File: config.mk
export PLATFORM = sky130hd
export DESIGN_NAME = bram_read_arbiter
export DESIGN_NICKNAME = d
export VERILOG_FILES = /design/src/rtl/bram_read_arbiter.sv
export SDC_FILE = /design/constraint.sdc
export NUM_CORES = 1
export LEC_CHECK = 0
export BUFFER_PORTS_ARGS = -buffer_cell sky130_fd_sc_hd__buf_2
export CAP_MARGIN = 5
export CORE_MARGIN = 2
export CORE_UTILIZATION = 30
export CTS_CLUSTER_DIAMETER = 80
export DETAILED_ROUTE_END_ITERATION = 12
export HOLD_SLACK_MARGIN = 0.03
export PLACE_DENSITY = 0.6
export SLEW_MARGIN = 20
export SYNTH_ARGS = -nofsm -noshare
export SYNTH_HDL_FRONTEND = slang
export SYNTH_SLANG_ARGS = --single-unit
export TNS_END_PERCENT = 50
File: constraint.sdc
create_clock -name clk -period 4.28 [get_ports clk]
set_input_delay 0.642 -clock clk [delete_from_list [all_inputs] [get_ports clk]]
set_output_delay 0.642 -clock clk [all_outputs]
set_load 0.1 [all_outputs]
File: src/rtl/bram_read_arbiter.sv
// Round-robin read arbiter for the shared matrix BRAM read port.
// A requester may lock the port for a burst; a watchdog breaks locks that
// are held too long. Read data returns to the issuing requester after
// RD_LATENCY cycles through a {valid, index} shift register.
module bram_read_arbiter #(
  parameter int NUM_REQ    = 3,
  parameter int ADDR_WIDTH = 14,
  parameter int DATA_WIDTH = 32,
  parameter int RD_LATENCY = 1,
  parameter int LOCK_MAX   = 4096
) (
  input  logic                            clk,
  input  logic                            rst,
  input  logic [NUM_REQ-1:0]              req_valid,
  input  logic [NUM_REQ*ADDR_WIDTH-1:0]   req_addr,
  input  logic [NUM_REQ-1:0]              req_lock,
  output logic [NUM_REQ-1:0]              req_ready,
  output logic [NUM_REQ-1:0]              rd_valid,
  output logic [DATA_WIDTH-1:0]           rd_data,
  output logic [ADDR_WIDTH-1:0]           bram_rd_addr,
  input  logic [DATA_WIDTH-1:0]           bram_rd_data,
  output logic [$clog2(NUM_REQ):0]        owner,
  output logic                            lock_timeout
);

  localparam int IDX_W = $clog2(NUM_REQ);
  localparam int CNT_W = $clog2(LOCK_MAX);

  logic [IDX_W-1:0]                  rr_q, rr_d;
  logic                              lock_q, lock_d;
  logic [IDX_W-1:0]                  own_q, own_d;
  logic [CNT_W-1:0]                  cnt_q, cnt_d;
  logic                              timeout_q, timeout_d;
  logic [NUM_REQ-1:0]                ign_q, ign_d;
  logic [ADDR_WIDTH-1:0]             last_addr_q, last_addr_d;
  logic [RD_LATENCY-1:0]             ret_vld_q, ret_vld_d;
  logic [RD_LATENCY-1:0][IDX_W-1:0]  ret_idx_q, ret_idx_d;

  logic                              gnt_vld;
  logic [IDX_W-1:0]                  gnt_idx;
  logic                              rel_wd, rel_beat, rel_idle;

  function automatic logic [IDX_W-1:0] next_idx(input logic [IDX_W-1:0] i);
    if (i == IDX_W'(NUM_REQ - 1)) return '0;
    return i + 1'b1;
  endfunction

  // Grant selection and port-facing outputs (combinational within the cycle)
  always_comb begin
    gnt_vld = 1'b0;
    gnt_idx = '0;
    if (!rst) begin
      if (lock_q) begin
        if (req_valid[own_q]) begin
          gnt_vld = 1'b1;
          gnt_idx = own_q;
        end
      end else begin
        // Walk from the farthest candidate back to rr_q so the nearest wins.
        for (int k = NUM_REQ - 1; k >= 0; k--) begin
          automatic int c = int'(rr_q) + k;
          if (c >= NUM_REQ) c = c - NUM_REQ;
          if (req_valid[c]) begin
            gnt_vld = 1'b1;
            gnt_idx = IDX_W'(c);
          end
        end
      end
    end
    req_ready    = gnt_vld ? (NUM_REQ'(1) << gnt_idx) : '0;
    bram_rd_addr = gnt_vld ? req_addr[int'(gnt_idx)*ADDR_WIDTH +: ADDR_WIDTH] : last_addr_q;
    rd_valid     = ret_vld_q[RD_LATENCY-1] ? (NUM_REQ'(1) << ret_idx_q[RD_LATENCY-1]) : '0;
    rd_data      = ret_vld_q[RD_LATENCY-1] ? bram_rd_data : '0;
    owner        = lock_q ? {1'b1, own_q} : '0;
    lock_timeout = timeout_q;
  end

  // Next state: pointer, lock ownership, watchdog and return pipeline
  always_comb begin
    rr_d        = rr_q;
    lock_d      = lock_q;
    own_d       = own_q;
    cnt_d       = cnt_q;
    timeout_d   = timeout_q;
    ign_d       = ign_q;
    last_addr_d = bram_rd_addr;
    ret_vld_d   = ret_vld_q;
    ret_idx_d   = ret_idx_q;

    rel_wd   = lock_q && (cnt_q == CNT_W'(LOCK_MAX - 1));
    rel_beat = lock_q && gnt_vld && !req_lock[own_q];
    rel_idle = lock_q && !req_valid[own_q] && !req_lock[own_q];

    // A force-released requester stays unlockable until its current request ends.
    for (int i = 0; i < NUM_REQ; i++) begin
      if (!req_lock[i] || (gnt_vld && (int'(gnt_idx) == i))) ign_d[i] = 1'b0;
    end

    if (lock_q) begin
      cnt_d = cnt_q + 1'b1;
      if (rel_wd || rel_beat || rel_idle) begin
        lock_d = 1'b0;
        cnt_d  = '0;
        rr_d   = next_idx(own_q);
      end
      if (rel_wd) begin
        timeout_d    = 1'b1;
        ign_d[own_q] = 1'b1;
      end
    end else if (gnt_vld) begin
      rr_d = next_idx(gnt_idx);
      if (req_lock[gnt_idx] && !ign_q[gnt_idx]) begin
        lock_d = 1'b1;
        own_d  = gnt_idx;
        cnt_d  = '0;
      end
    end

    for (int k = RD_LATENCY - 1; k > 0; k--) begin
      ret_vld_d[k] = ret_vld_q[k-1];
      ret_idx_d[k] = ret_idx_q[k-1];
    end
    ret_vld_d[0] = gnt_vld;
    ret_idx_d[0] = gnt_idx;
  end

  // State registers with asynchronous reset
  always_ff @(posedge clk or posedge rst) begin
    if (rst) begin
      rr_q        <= '0;
      lock_q      <= 1'b0;
      own_q       <= '0;
      cnt_q       <= '0;
      timeout_q   <= 1'b0;
      ign_q       <= '0;
      last_addr_q <= '0;
      ret_vld_q   <= '0;
      ret_idx_q   <= '0;
    end else begin
      rr_q        <= rr_d;
      lock_q      <= lock_d;
      own_q       <= own_d;
      cnt_q       <= cnt_d;
      timeout_q   <= timeout_d;
      ign_q       <= ign_d;
      last_addr_q <= last_addr_d;
      ret_vld_q   <= ret_vld_d;
      ret_idx_q   <= ret_idx_d;
    end
  end

endmodule

==> results of run 1 <==
[state kept, by name (all words and copies together) (netlist names)]
register,count
cnt_q,12
own_q,2
lock_timeout,1
ret_vld_q,1
ret_idx_q,2
rr_q,2
lock_q,1
last_addr_q,14
ign_q,3
[synth_stat cells, types with 2 or more instances]
cell type / instances
dfrtp_1: 38
buf_4: 3
ha_1: 3
mux2i_1: 4
a21o_1: 4
o22ai_1: 3
a221o_1: 12
a22oi_1: 6
nor2_1: 11
nor3_1: 4
o21ai_1: 9
o211a_1: 3
nand3_1: 8
nand4_1: 4
buf_2: 6
or3_1: 7
inv_2: 3
a2bb2oi_1: 2
nand2b_1: 8
inv_1: 18
nor2b_1: 2
and3_1: 3
clkbuf_1: 6
a21oi_1: 2
o32ai_1: 2
o21ai_0: 2
a221oi_1: 2
a31oi_1: 2
and2_1: 34
o221ai_1: 5
a22o_1: 11
nand2_1: 20
[through the flow]
stage / cells / hold slack [ns] / util [%] / setup slack (ns)
floorplan: 266 / 0.479 / - / -0.0859
global placement: 495 / 0.491 / 44.1 / 0.846
detailed placement: 495 / 0.504 / 44.1 / 0.829
CTS: 503 / 0.514 / 45.3 / 0.530
global route: 503 / 0.531 / 45.3 / 0.243
finish: 503 / 0.513 / 45.3 / 0.541
[cell type report]
cell class                      instances  area share (%)
Multi-Input combinational cell        192            37.7
Clock buffer                            7            2.44
Tap cell                              102            3.61
Clock inverter                          1           0.142
Sequential cell                        38            26.9
Inverter                               21            2.34
Timing Repair Buffer                  142            26.8
[layer usage]
metal	vias up	track usage, %	routed length [µm]
met5	-	0	0
met4	0	4.95	53
met3	6	4.57	582
met2	99	29.3	3720
met1	1173	18.5	2920
li1	1241	-	-
[cell families after synthesis]
logic type / Yosys count
simple gates: 108
fa+ha+maj: 3
mux: 4
flops: 38
xor+xnor: 1
buf+inv: 36
compound gates: 76
[worst max-delay path, cell delays in order, from the launching register on]
cell	delay [ns]
dfrtp_1	0.38
inv_1	0.06
ha_1	0.38
and3_1	0.22
a31oi_1	0.07
nand4_2	0.19
a2bb2oi_2	0.65
nor3_1	0.09
buf_4	0.22
a221o_1	0.36
buf_12	0.19
[worst max-delay path by stage]
| stage | endpoint | from | depth (start not counted) | slack, ns |
|---|---|---|---|---|
| after floorplan | bram_rd_addr[2] | rst | 6 | -0.09 |
| after global placement | bram_rd_addr[5] | rst | 9 | 0.85 |
| after detailed placement | bram_rd_addr[12] | rst | 9 | 0.83 |
| after CTS | bram_rd_addr[12] | rr_q[0] | 10 | 0.53 |
| after global routing | bram_rd_addr[1] | rr_q[0] | 10 | 0.24 |
| final | bram_rd_addr[1] | rr_q[0] | 10 | 0.54 |
==> impl_metrics.json, run 1 <==
{
  "syn-num-nets": 351,
  "finalClockSkew_ns": 0.00791,
  "synth-compound-area-share_pct": 26.7,
  "crit_required_ns": 3.64,
  "hold_path_class": "flop to flop",
  "reg2reg_from": "rr_q[0]",
  "tightest_slew_ns": 0.831,
  "postCtsSetupBuffers": 0,
  "numCtsBuffers": 5,
  "crit_fanout": 19,
  "areaGrowthSynthToFinish_pct": 44.9,
  "r2r_cells": 9,
  "synthAdderAreaFrac_pct": 1.54,
  "wl_mm": 7.27,
  "synth-simple-area-share_pct": 24.5,
  "synth_xor_area_share_pct": 0.359,
  "synth_edf_count": 0,
  "mostFrequentLayoutCells": "buf_2, dfrtp_1, and2_1",
  "synth_top_family_by_area": "compound AO/OA/AOI/OAI gates",
  "dpl_cell_area_mm2": 0.00344,
  "coreArea_mm2": 0.00781,
  "period_minus_slack_ns": 3.74,
  "yosys_warnings": 0,
  "wire_per_inst_um": 14.5,
  "cts_tree": "done",
  "maxSlewViolCount": 0,
  "fill_cells": 790,
  "grt_pass1_wl_mm": 11.4,
  "cp-end-kind": "output pin",
  "startpoint_type": "flop",
  "crit_arrival_ns": 3.10,
  "netlist_instances": 266,
  "drive_gt1_share_pct": 39.9,
  "whs_path_depth": 1,
  "synth_top_area_cell": "dfrtp_1",
  "firstDrtPassIters": 4,
  "dieArea_mm2": 0.00887,
  "rsz0062_at_grt": "no",
  "cts_resized": 0,
  "port_buffers": 137,
  "reg2reg_setup_slack_ns": 1.52,
  "nNetsFinal": 485,
  "status": "complete, no violations",
  "synth-seq-cells": 38,
  "drt_iter0_drc": 112,
  "synth_mux_area_share_pct": 1.64,
  "dp_hpwl_mm": 5.76,
  "mostFrequentLayoutCell": "buf_2",
  "cts.sinks": 38,
  "fin_area_mm2": 0.00353,
  "gp_congestion": 0.822,
  "post-route-drc-count": 0,
  "syn_area_mm2": 0.00244,
  "hold_viol_final": 0,
  "holdBufCountCts": 0,
  "io_pins": 138,
  "r2r_end": "last_addr_q[5]",
  "path_clk_slew_ns": 0.08,
  "antenna_left": 0,
  "ys.flop_type": "dfrtp_1",
  "setup_viol": 0,
  "grt_pass1_vias": 2337,
  "multi_input_area_mm2": 0.00133,
  "hold_start": "cnt_q[0]",
  "critical_path_class": "flop to output pin",
  "routed_via_density": 5.01,
  "via_count": 2519,
  "die_h_um": 94.2,
  "grt_max_degree": 42,
  "clkLatencyLatePin_ns": 0.29,
  "slew_headroom_pct": 44.6,
  "htreeDepth": 2,
  "synth_cell_types": 51,
  "clockBufferDepth": 2,
  "clockRootBuffer": "clkbuf_8",
  "regArea_um2": 951,
  "antenna_found_initial": 0,
  "setup_tns_ns": 0,
  "synth_async_sr_flop_share_pct": 100,
  "max_cap_viol_count": 0,
  "synth_area_per_cell_um2": 9.17,
  "dieWidth_um": 94.2,
  "row_count": 32,
  "grt-ovfl-total": 0,
  "max_freq_mhz": 267,
  "grt_usage_pct": 16.3,
  "synth_top_cell_area_share_pct": 39.0,
  "synth_area_leaders": "dfrtp_1, and2_1, a221o_1",
  "initial_core_util_pct": 31.2,
  "post-route-period-util_pct": 87.4,
  "antenna_cells": 0,
  "yosysSeqAreaShare_pct": 39.0,
  "whs_endpoint": "cnt_q[0]"
}
Power of run 1 is left out: the tool's default activity adds up to more than one toggle a clock period on the data nets, which glitch-free logic cannot reach.
==> inputs of run 2 (changes only) <==
--- a/config.mk
+++ b/config.mk
@@ -7,6 +7,7 @@
 export LEC_CHECK = 0
 export BUFFER_PORTS_ARGS = -buffer_cell sky130_fd_sc_hd__buf_2
 export CAP_MARGIN = 5
+export CORE_ASPECT_RATIO = 1.25
 export CORE_MARGIN = 2
 export CORE_UTILIZATION = 30
 export CTS_CLUSTER_DIAMETER = 80
==> impl_metrics.json, run 2 (synthesized netlist as in run 1, its figures left out) <==
{
  "reg2reg_setup_slack_ns": 1.64,
  "grt.met3_usage_pct": 2.84,
  "top_usage_layer": "met2",
  "crit_chain": "inv_1 -> ha_1 -> a21o_1 -> a221oi_4 -> a21oi_2 -> nor2_1 -> buf_4 -> nor3_1 -> buf_4 -> a221o_1 -> buf_12",
  "cts_resized": 0,
  "r2r_cells": 10,
  "dieWidth_um": 84.6,
  "crit_arrival_ns": 2.99,
  "startpoint_type": "flop",
  "cts_tree": "done",
  "crit_required_ns": 3.64,
  "gp_congestion": 0.835,
  "clockBufferDepth": 2,
  "wl_mm": 7.05,
  "largest_register_ffs": 14,
  "mostFrequentLayoutCell": "buf_2",
  "via_count": 2551,
  "post-route-drc-count": 0,
  "clkLatencyLatePin_ns": 0.30,
  "largest_register": "last_addr_q",
  "firstDrtPassIters": 4,
  "critPathMostFrequentCell": "buf_4",
  "routed_via_density": 5.13,
  "io_pins": 138,
  "crit_family": "compound AO/OA/AOI/OAI gates",
  "critPathBufInv": 4,
  "grt_pass1_vias": 2548,
  "drt_iter0_drc": 111,
  "hold_viol_final": 0,
  "wire_per_inst_um": 14.2,
  "fill_cells": 784,
  "crit_slowest_cell": "dfrtp_1",
  "fin_area_mm2": 0.00353,
  "dieArea_mm2": 0.00887,
  "reg2reg_from": "rr_q[0]",
  "max_cap_viol_count": 0,
  "post-route-period-util_pct": 84.9,
  "htreeDepth": 2,
  "hold_slack_ns": 0.468,
  "whs_path_depth": 1,
  "slew_headroom_pct": 56.5,
  "regArea_um2": 951,
  "rsz0062_at_grt": "no",
  "r2r_end": "last_addr_q[12]",
  "nNetsFinal": 486,
  "areaGrowthSynthToFinish_pct": 44.9,
  "critical_path_class": "flop to output pin",
  "port_buffers": 137,
  "whs_endpoint": "lock_timeout",
  "holdBufCountCts": 0,
  "dpl_cell_area_mm2": 0.00340,
  "grt_usage_pct": 16.0,
  "row_count": 36,
  "grt_max_degree": 41,
  "period_minus_slack_ns": 3.63,
  "cts.sinks": 38,
  "dp_cells": 489,
  "antenna_cells": 0,
  "numCtsBuffers": 5,
  "grt_use_met1_pct": 18.8,
  "hold_start": "lock_timeout",
  "grt-ovfl-total": 0,
  "path_clk_slew_ns": 0.08,
  "tightest_slew_ns": 0.652,
  "cp-end-kind": "output pin",
  "multi_input_area_mm2": 0.00133,
  "initial_core_util_pct": 31.1,
  "drive_gt1_share_pct": 40.3,
  "crit_fanout": 12,
  "die_h_um": 105,
  "antenna_found_initial": 0,
  "dp_hpwl_mm": 5.45,
  "reg_top3": "last_addr_q (14), cnt_q (12), ign_q (3)",
  "status": "complete, no violations",
  "cpPeakStageDelay_ns": 0.38,
  "grt.met2_usage_pct": 28.9,
  "max_freq_mhz": 275,
  "antenna_left": 0,
  "final_cells": 497,
  "clockRootBuffer": "clkbuf_8",
  "postCtsSetupBuffers": 0,
  "hold_path_class": "flop to flop",
  "mostFrequentLayoutCells": "buf_2, dfrtp_1, and2_1",
  "setup_viol": 0,
  "finalClockSkew_ns": 0.00842,
  "coreArea_mm2": 0.00784,
  "maxSlewViolCount": 0,
  "grt_pass1_wl_mm": 11.7
}
-- run 2: cell types whose count changed in the layout (fill, tap and decap cells not counted), sizes merged --
cell,before,now
bufinv,0,2
buf,142,143
clkbuf,7,5
-- run 2: how the worst max path moves through the flow --
| stage | start | end | slack [ns] | cells after the start |
|---|---|---|---|---|
| 6_report | rr_q[0] | bram_rd_addr[12] | 0.65 | 11 |
| 5_1_grt | rr_q[0] | bram_rd_addr[12] | 0.38 | 11 |
| 4_1_cts | rr_q[0] | bram_rd_addr[12] | 0.61 | 11 |
| 3_5_place_dp | rr_q[0] | bram_rd_addr[12] | 0.95 | 11 |
| 3_3_place_gp | req_valid[0] | bram_rd_addr[6] | 1.00 | 9 |
| 2_1_floorplan | rst | bram_rd_addr[2] | -0.09 | 6 |
-- run 2: through the flow --
stage               setup slack (ns)  TNS (ns)  utilization (%)
floorplan                    -0.0859    -0.172                -
CTS                            0.612         0             45.1
detailed placement             0.950         0             43.3
finish                         0.645         0             45.1
global route                   0.383         0             45.1
global placement                1.00         0             43.3
-- run 2: routing by layer --
metal / wire length [µm] / share of wire, %
met5: 0 / 0
met4: 115 / 1.6
met3: 444 / 6.3
met2: 3690 / 52
met1: 2800 / 40
-- run 2: final cells by class --
| cell class | count | area share, % |
|---|---|---|
| clock buffer | 5 | 1.95 |
| timing repair buffer | 143 | 25.8 |
| inverter | 21 | 2.34 |
| clock inverter | 3 | 1.95 |
| tap | 95 | 3.36 |
| multi-input combinational | 192 | 37.7 |
| sequential | 38 | 26.9 |
-- run 2: worst register-to-register path, cell delays in order, from the launching register on --
cell	delay, ns
dfrtp_1	0.38
inv_1	0.05
ha_1	0.37
a21o_1	0.21
a221oi_4	0.30
a21oi_2	0.17
nor2_1	0.16
buf_4	0.21
nor3_1	0.08
buf_4	0.21
a221o_1	0.37
Power of run 2 is left out for the same reason.
